`src/rtl/isq_pkg.sv`:
```
// Shared constants and line layout for the instruction scheduling queue.
// Used by the line write path and the issue-side reader.
package isq_pkg;

  localparam int INST_WIDTH     = 14;
  localparam int ISQ_LINE_WIDTH = INST_WIDTH + 2;
  localparam int VAL_BIT        = ISQ_LINE_WIDTH - 1;
  localparam int WAT_BIT        = ISQ_LINE_WIDTH - 2;

  typedef struct packed {
    logic                  val;
    logic                  wat;
    logic [INST_WIDTH-1:0] inst;
  } isq_line_t;

endpackage

```
`src/rtl/isq_pick.sv`:
```
// Rotating priority encoder: first set request at or after i_ptr,
// wrapping modulo DEPTH.
module isq_pick #(
  parameter int DEPTH = 8,
  parameter int IDX_W = $clog2(DEPTH)
) (
  input  logic [DEPTH-1:0] i_req,
  input  logic [IDX_W-1:0] i_ptr,
  output logic             o_found,
  output logic [IDX_W-1:0] o_idx
);

  logic [IDX_W-1:0] w_k;

  // Scan from the farthest offset down so the nearest one wins.
  always_comb begin
    o_idx = '0;
    w_k   = '0;
    for (int i = DEPTH - 1; i >= 0; i--) begin
      w_k = i_ptr + IDX_W'(i);
      if (i_req[w_k]) o_idx = w_k;
    end
  end

  assign o_found = |i_req;

endmodule

```
`src/rtl/isq_iss.sv`:
```
// Issue-side reader: round-robin select of an issuable ISQ line into a
// single-entry output register with a valid/ready handshake.
module isq_iss #(
  parameter int INST_WIDTH     = isq_pkg::INST_WIDTH,
  parameter int DEPTH          = 8,
  parameter int ISQ_LINE_WIDTH = INST_WIDTH + 2,
  parameter int IDX_W          = $clog2(DEPTH)
) (
  input  logic                            clk,
  input  logic                            rst,
  input  logic                            fls,
  input  logic [DEPTH*ISQ_LINE_WIDTH-1:0] isq_lines_in,
  output logic [DEPTH-1:0]                clr_val_out,
  output logic                            iss_vld,
  input  logic                            iss_rdy,
  output logic [INST_WIDTH-1:0]           iss_inst,
  output logic [IDX_W-1:0]                iss_idx,
  output logic [15:0]                     iss_cnt
);

  import isq_pkg::*;

  localparam int VB = ISQ_LINE_WIDTH - 1;
  localparam int WB = ISQ_LINE_WIDTH - 2;

  localparam logic [0:0] S_IDLE = 1'b0;
  localparam logic [0:0] S_FULL = 1'b1;

  logic [0:0]            r_state;
  logic [INST_WIDTH-1:0] r_inst;
  logic [IDX_W-1:0]      r_idx;
  logic [IDX_W-1:0]      r_ptr;
  logic [15:0]           r_cnt;

  logic [ISQ_LINE_WIDTH-1:0] w_line [DEPTH];
  logic [DEPTH-1:0]          w_req;
  logic                      w_found;
  logic [IDX_W-1:0]          w_idx;
  logic                      w_load;
  logic                      w_hs;

  always_comb begin
    for (int k = 0; k < DEPTH; k++) begin
      w_line[k] = isq_lines_in[k*ISQ_LINE_WIDTH +: ISQ_LINE_WIDTH];
      w_req[k]  = w_line[k][VB] & ~w_line[k][WB];
    end
  end

  isq_pick #(
    .DEPTH (DEPTH),
    .IDX_W (IDX_W)
  ) u_pick (
    .i_req   (w_req),
    .i_ptr   (r_ptr),
    .o_found (w_found),
    .o_idx   (w_idx)
  );

  assign w_load = (r_state == S_IDLE || iss_rdy)
                & w_found & ~fls & ~rst;
  assign w_hs   = (r_state == S_FULL) & iss_rdy & ~fls;

  // The line drops val on the next edge, so it is never reselected.
  assign clr_val_out = w_load ? (DEPTH'(1) << w_idx) : '0;

  always_ff @(posedge clk) begin
    if (rst) begin
      r_state <= S_IDLE;
      r_inst  <= '0;
      r_idx   <= '0;
      r_ptr   <= '0;
      r_cnt   <= '0;
    end else begin
      if (w_hs) r_cnt <= r_cnt + 16'd1;
      if (fls) begin
        r_state <= S_IDLE;
        r_ptr   <= '0;
      end else if (w_load) begin
        r_state <= S_FULL;
        r_inst  <= w_line[w_idx][INST_WIDTH-1:0];
        r_idx   <= w_idx;
        r_ptr   <= w_idx + IDX_W'(1);
      end else if (r_state == S_FULL && iss_rdy) begin
        r_state <= S_IDLE;
      end
    end
  end

  assign iss_vld  = (r_state == S_FULL);
  assign iss_inst = r_inst;
  assign iss_idx  = r_idx;
  assign iss_cnt  = r_cnt;

endmodule

```
`config.mk`:
```
export PLATFORM = sky130hd
export DESIGN_NAME = isq_iss
export DESIGN_NICKNAME = d
export VERILOG_FILES = /design/src/rtl/isq_pkg.sv /design/src/rtl/isq_pick.sv /design/src/rtl/isq_iss.sv
export SDC_FILE = /design/constraint.sdc
export NUM_CORES = 1
export LEC_CHECK = 0
export ABC_AREA = 1
export BUFFER_PORTS_ARGS = -buffer_cell sky130_fd_sc_hd__buf_4
export CORE_ASPECT_RATIO = 1.75
export CORE_MARGIN = 8
export CORE_UTILIZATION = 45
export DETAILED_ROUTE_END_ITERATION = 7
export GPL_TIMING_DRIVEN = 0
export PLACE_DENSITY = 0.81
export SLEW_MARGIN = 30
export SYNTH_ARGS = -nofsm -noshare
export SYNTH_HDL_FRONTEND = slang
export SYNTH_HIERARCHICAL = 1
export SYNTH_SLANG_ARGS = --single-unit
```
`constraint.sdc`:
```
create_clock -name clk -period 3.1 [get_ports clk]
set_input_delay 0.155 -clock clk [delete_from_list [all_inputs] [get_ports clk]]
set_output_delay 0.155 -clock clk [all_outputs]
set_load 0.03 [all_outputs]
```
==> key figures, run 1 <==
Run status
  • Status: finished clean

Detailed routing
  • Antenna-violating nets left: 0
  • DRT iter0 DRCs: 194
  • DR vias: 5043
  • Routed WL per cell: 13.4 µm
  • Routed WL: 14200 µm
  • Drt drc: 0
  • Routed vias/inst: 4.76
  • Drt first pass iters: 5

Setup path
  • FF-to-FF setup slack: 0.16 ns
  • Worst reg2reg path depth: 23
  • CP max stage delay: 0.34 ns
  • Worst path slowest cell: dfxtp_2
  • Crit path DAT: 2.84 ns
  • Worst EP required: 2.94 ns
  • Critical Path, Cell by Cell: buf_6 > inv_4 > ha_4 > inv_8 > nand3_2 > nand3_1 > nand2_1 > inv_1 > nor2_2 > nand2_1 > nand3_1 > nand2_1 > nand2_1 > nand2_2 > a21oi_4 > buf_6 > ha_4 > ha_1 > inv_1 > nor2_1 > buf_4
  • Worst r2r dst: iss_inst[13]
  • Setup crit start: r_ptr[1]
  • Crit path buf inv count: 7
  • Setup CP Type: reg -> out
  • Worst setup SP type: register
  • Endpoint class of the critical path: output pin
  • CP most frequent cell: nand2_1
  • CP delay by family, top: simple AND/OR/NAND/NOR gates
  • Critical R2R Launch: r_ptr[1]
  • Crit-path max FO: 7

Final layout
  • Commonest non-fill, non-tap cell in the layout: nand2_1
  • Commonest cells after routing, fill and taps aside: nand2_1 (266), buf_4 (186), inv_1 (163)
  • P&R area growth vs syn: 47.8%
  • Nets: 1082
  • Util after Layout: 67.6%
  • Layout cells sized above 1: 29.8%
  • Post-Layout Cell Count: 1059
  • Ant diodes: 0

Placement
  • DP HPWL: 11700 µm
  • Pre-CTS WS: -0.208 ns
  • GPL Wtd Cong: 0.946
  • Placed cell count: 1041
  • IO Port Bufs: 173

Power
  • Maximum VDD drop: 0.000528 V
  • PD cells: 691 nW/µm²
  • Pint: 2040 µW
  • Leak pwr: 0.00350 µW
  • Sequential share of power: 14.3%
  • Clock power frac: 14.7%
  • Comb pwr share: 71.0%
  • Net Sw Power: 1980 µW
  • Switching portion of total power: 49.3%

Synth
  • Compound-cell area share of the yosys netlist: 4.35%
  • Mapped cell area: 3940 µm²
  • Seq/Total Area, Yosys: 18.8%
  • Synth Area in Simple Gates: 51.8%
  • Mux share of post-synthesis cell area: 0%
  • Syn avg cell area: 5.25 µm²
  • Distinct cells, synth: 29
  • Synthesized flop and latch total: 37
  • Share of the synthesized area in the top cell type: 25.9%
  • Area contributors post-synth: nand2_1 (26%), dfxtp_1 (19%), inv_1 (16%)
  • Cell count after synthesis: 751
  • Main combinational cell family by area after synthesis: simple AND/OR/NAND/NOR gates
  • Post-Syn Nets: 892
  • Adder-cell area share of the yosys netlist: 2.86%
  • Ys Warns: 6
  • Synth Area in XOR/XNOR: 0.889%
  • Largest area contributor in the netlist: nand2_1

STA
  • Setup violations, final: 0
  • Tmin final: 2.99 ns
  • Measured slew at the worst slew-check pin: 0.471 ns
  • Setup TNS Final: 0 ns
  • Unrepaired setup endpoints after global routing: no
  • Post-route clock period utilization: 96.5%
  • Final Hold Fails: 0
  • Max Fclk: 334 MHz
  • Max_slew headroom: 68.6%
  • Slack of the critical path: 0.110 ns
  • Post-Route Skew: 0.00251 ns
  • Fin. max-slew vios: 0

Global route
  • Global-route total usage across every layer: 23.2%
  • Largest net degree at the start of global routing: 13
  • Vias in the first global route: 5041
  • GRT overflow: 0
  • First-pass GRT wire length: 22800 µm
  • Initial antenna violation count: 0

Min path
  • Hold crit path type: in -> reg
  • Worst-case hold path end point: iss_cnt[9]
  • Hold Path Cell Cnt: 2
  • Min-Delay Startpoint: rst

Die
  • Die Wd: 86.7 µm
  • Die Ht: 140 µm
  • Starting Density: 45.8%
  • Die Area: 12100 µm²
  • Row Count: 45
  • Core area: 8610 µm²
  • # IOs: 174

Flow run
  • MaxCap Viol Count: 0

Clock network
  • Root buffer cell: clkbuf_16
  • H-tree levels: 2
  • Clock sinks: 37
  • Clk_lat worst skew: 0.27 ns
  • Clock transition at the registers of the reported paths: 0.06 ns
  • CTS tree: built
  • TritonCTS Buffers: 5
  • Maximum clock insertion buffer count: 2
-- metal layers --
| metal | share of wire (%) | track usage [%] |
|---|---|---|
| met5 | 0 | 0 |
| met4 | 4.0 | 11.8 |
| met3 | 6.1 | 5.37 |
| met2 | 56 | 44.8 |
| met1 | 34 | 21.3 |
-- registers in the layout (all words and copies together), names as in the netlist --
name / cells
r_ptr: 3
iss_cnt: 16
iss_vld: 1
iss_idx: 3
iss_inst: 14
-- synth_stat cells --
master	instances
o21a_1	1
nand3_1	108
nand2_1	272
dfxtp_1	37
clkbuf_1	6
o21ai_1	2
a21oi_2	1
inv_1	167
xnor2_1	2
inv_2	5
nor2_8	1
a21oi_1	19
nor2_4	3
ha_1	9
clkinv_1	1
nand4_1	3
nor2_1	49
nand3_4	1
inv_4	2
buf_4	3
nor3b_1	1
nand2_2	11
nand3_2	10
o21ai_0	10
nor2_2	3
buf_6	5
xor2_1	2
buf_2	15
nor4_1	2
-- stage by stage --
step / power [µW] / hold WS [ns] / cell area, µm²
finish: 4020 / 0.122 / 5820
global route: 4370 / 0.128 / 5820
CTS: 3850 / 0.121 / 5670
detailed placement: 3100 / 0.405 / 5390
global placement: 3080 / 0.401 / 5390
floorplan: 2350 / 0.227 / 3940
-- power groups by stage --
stage / sequential (µW) / clock, µW / combinational [µW]
final: 576 / 592 / 2860
after global routing: 584 / 618 / 3170
after CTS: 575 / 598 / 2680
after detailed placement: 584 / 0 / 2520
after global placement: 582 / 0 / 2500
after floorplan: 689 / 0 / 1660
-- worst max-delay path by stage --
stage	endpoint	slack, ns	cells after the start
after floorplan	clr_val_out[0]	0.15	21
after global placement	clr_val_out[0]	-0.21	22
after detailed placement	clr_val_out[0]	-0.21	22
after CTS	clr_val_out[5]	0.01	21
after global routing	clr_val_out[7]	0.007	21
final	clr_val_out[3]	0.11	21
-- what timing repair did --
item	CTS	global route
endpoints found under the setup margin	23	22
hold buffers	0	0
resized for setup	17	41
pin swaps	2	10
cloned	0	0
setup buffers	7	4
endpoints found under the hold margin	0	0
-- worst register-to-register path: stages, from the launching register on --
cell and delay, ns:
dfxtp_2 0.34, buf_6 0.11, inv_4 0.05, ha_4 0.34, inv_8 0.07, nand3_2 0.09, nand3_1 0.07, nand2_1 0.07
inv_1 0.05, nor2_2 0.12, nand2_1 0.06, nand3_1 0.06, nand2_1 0.05, nand2_1 0.07, nand2_2 0.07, a21oi_4 0.25
clkbuf_4 0.27, buf_2 0.24, nand3_1 0.10, nand2_1 0.10, nand2_1 0.12, nand3_1 0.09, nand2_1 0.05, inv_1 0.05
-- cell families after synthesis --
group | count (synthesis)
compound gates | 33
xor+xnor | 4
fa+ha+maj | 9
buf+inv | 204
flops | 37
simple gates | 464
-- layout make-up --
| cell class | instances | area, µm² |
|---|---|---|
| buffer | 28 | 210 |
| clock buffer | 6 | 139 |
| clock inverter | 2 | 37.5 |
| fill | 857 | 2790 |
| inverter | 175 | 669 |
| multi-input combinational | 510 | 2490 |
| sequential | 37 | 743 |
| tap | 117 | 146 |
| timing repair buffer | 184 | 1390 |
Power figures use the tool's default switching activity.
==> run 2: changes to the inputs <==
--- a/config.mk
+++ b/config.mk
@@ -7,7 +7,7 @@
 export LEC_CHECK = 0
 export ABC_AREA = 1
 export BUFFER_PORTS_ARGS = -buffer_cell sky130_fd_sc_hd__buf_4
-export CORE_ASPECT_RATIO = 1.75
+export CORE_ASPECT_RATIO = 1.25
 export CORE_MARGIN = 8
 export CORE_UTILIZATION = 45
 export DETAILED_ROUTE_END_ITERATION = 7
==> run 2 against run 1 <==
  * Worst hold slack got worse by 0.026 ns
  * Combinational power fell by 1%
  * Die area fell by 0.82%
  * Flip-flop and latch count did not move
  * Clock skew is 0.0049 ns higher
  * Clock-buffer cell count unchanged
  * Global-route usage shrank 1.3 points
  * Fmax up 0.34%
  * Worst setup slack improved by 0.010 ns
  * Register-to-register slack about the same
  * Non-clock buffer count rose by 3
  * First-iteration DRC count is 12% lower
  * Critical endpoint is now clr_val_out[5]
==> key figures, run 2 (synthesized netlist as in run 1, its figures left out) <==
Placement
  • IO Port Bufs: 173
  • Pre-CTS WS: -0.383 ns
  • GPL Wtd Cong: 0.921
  • Placed cell count: 1044
  • DP HPWL: 11000 µm
  • DP Area: 5390 µm²

Power
  • Final Power: 3730 µW
  • Net Sw Power: 1940 µW
  • Clock power frac: 8.8%
  • Pint: 1780 µW
  • Sequential share of power: 15.4%
  • Switching portion of total power: 52.2%
  • Leak pwr: 0.00348 µW
  • Comb pwr share: 75.8%
  • PD cells: 647 nW/µm²
  • Maximum VDD drop: 0.000470 V

Detailed routing
  • Routed WL per cell: 12.7 µm
  • Drt first pass iters: 4
  • Routed vias/inst: 4.60
  • DR vias: 4904
  • Antenna-violating nets left: 0
  • DRT iter0 DRCs: 170
  • Routed WL: 13500 µm
  • Drt drc: 0

Final layout
  • Ant diodes: 0
  • Nets: 1085
  • P&R area growth vs syn: 46.3%
  • Layout cells sized above 1: 29.2%
  • Largest register FFs: 16
  • Post-Layout Cell Count: 1065
  • Util after Layout: 67.0%
  • Post-route cell area: 5770 µm²
  • Commonest cells after routing, fill and taps aside: nand2_1 (270), buf_4 (188), inv_1 (164)
  • Commonest non-fill, non-tap cell in the layout: nand2_1

Die
  • Starting Density: 45.8%
  • Row Count: 38
  • # IOs: 174
  • Core area: 8610 µm²
  • Die Area: 12000 µm²
  • Die Wd: 99.7 µm
  • Die Ht: 121 µm

Clock network
  • TritonCTS Buffers: 5
  • Clock transition at the registers of the reported paths: 0.08 ns
  • Root buffer cell: clkbuf_8
  • Clk_lat worst skew: 0.29 ns
  • CTS tree: built
  • Clock sinks: 37
  • H-tree levels: 2
  • Hold buffers post-CTS: 0
  • Maximum clock insertion buffer count: 2

Global route
  • Largest net degree at the start of global routing: 12
  • First-pass GRT wire length: 21700 µm
  • GRT overflow: 0
  • Vias in the first global route: 4736
  • Initial antenna violation count: 0
  • Global-route total usage across every layer: 21.9%

STA
  • Max Fclk: 336 MHz
  • Slack of the critical path: 0.120 ns
  • Measured slew at the worst slew-check pin: 0.519 ns
  • Post-Route Skew: 0.00737 ns
  • Fin. max-slew vios: 0
  • Max_slew headroom: 65.4%
  • Setup violations, final: 0
  • Final Hold Fails: 0
  • Tmin final: 2.98 ns
  • Post-route clock period utilization: 96.1%

Min path
  • Hold crit path type: in -> reg
  • Min-Delay Startpoint: rst

Setup path
  • Setup CP Type: reg -> out
  • Endpoint class of the critical path: output pin
  • Critical R2R Launch: r_ptr[1]
  • Crit path DAT: 2.82 ns
  • Worst setup SP type: register
  • Setup crit start: r_ptr[1]
  • Worst EP required: 2.94 ns
  • FF-to-FF setup slack: 0.16 ns
  • Crit-path max FO: 11

Run status
  • Status: finished clean

Flow run
  • MaxCap Viol Count: 0
[run 2: metrics by stage]
| stage | hold slack (ns) | TNS, ns |
|---|---|---|
| 2_1_floorplan | 0.227 | 0 |
| 3_5_place_dp | 0.402 | -2.78 |
| 6_report | 0.0953 | 0 |
| 5_1_grt | 0.0945 | -0.295 |
| 3_3_place_gp | 0.402 | -2.24 |
| 4_1_cts | 0.0896 | 0 |
[run 2: cell type report]
class / instances / area, µm²
fillers: 844 / 2840
multi-input cells: 510 / 2480
repair buffers: 189 / 1430
flip-flops and latches: 37 / 748
inverters: 175 / 684
plain buffers: 26 / 194
well taps: 120 / 150
clock buffers: 6 / 72.6
clock inverters: 2 / 10.0
[run 2: power by group through the flow]
stage               Clock (µW)  Sequential, µW  Combinational (µW)
detailed placement           0             582                2490
global route               350             581                3150
floorplan                    0             689                1660
global placement             0             581                2470
CTS                        334             573                2690
finish                     330             574                2820
[run 2: timing repair]
action / 4_1_cts / 5_1_grt
resized for setup: 26 / 32
pin swaps: 5 / 11
setup buffers: 8 / 8
endpoints found under the setup margin: 23 / 22
[run 2: critical path, stage by stage (launching register included)]
cell      delay, ns
dfxtp_4        0.39
inv_8          0.05
ha_4           0.26
buf_8          0.13
nand3_1        0.14
nand3_2        0.13
nand2_2        0.08
nor2_1         0.09
nand2_1        0.06
nand3_1        0.06
nand2_1        0.05
nand2_1        0.05
nand2_1        0.08
a21oi_4        0.20
inv_2          0.07
clkbuf_8       0.17
ha_1           0.19
inv_1          0.08
nor2_1         0.07
buf_4          0.17
[run 2: final timing paths]
path                                  endpoint  cells past startpoint
worst min-delay path                iss_cnt[9]                      2
worst max register to register    iss_inst[13]                     22
worst min register to register      iss_cnt[3]                      1
worst max-delay path            clr_val_out[5]                     19
[run 2: per-layer routing]
metal  vias to the layer above  part of all wire (%)  global-route usage, %
li1                       2614                     -                      -
met3                        24                   6.3                   5.52
met2                       143                    52                   41.4
met1                      2123                    39                   22.9
met5                         -                     0                      0
met4                         0                   2.5                   6.45
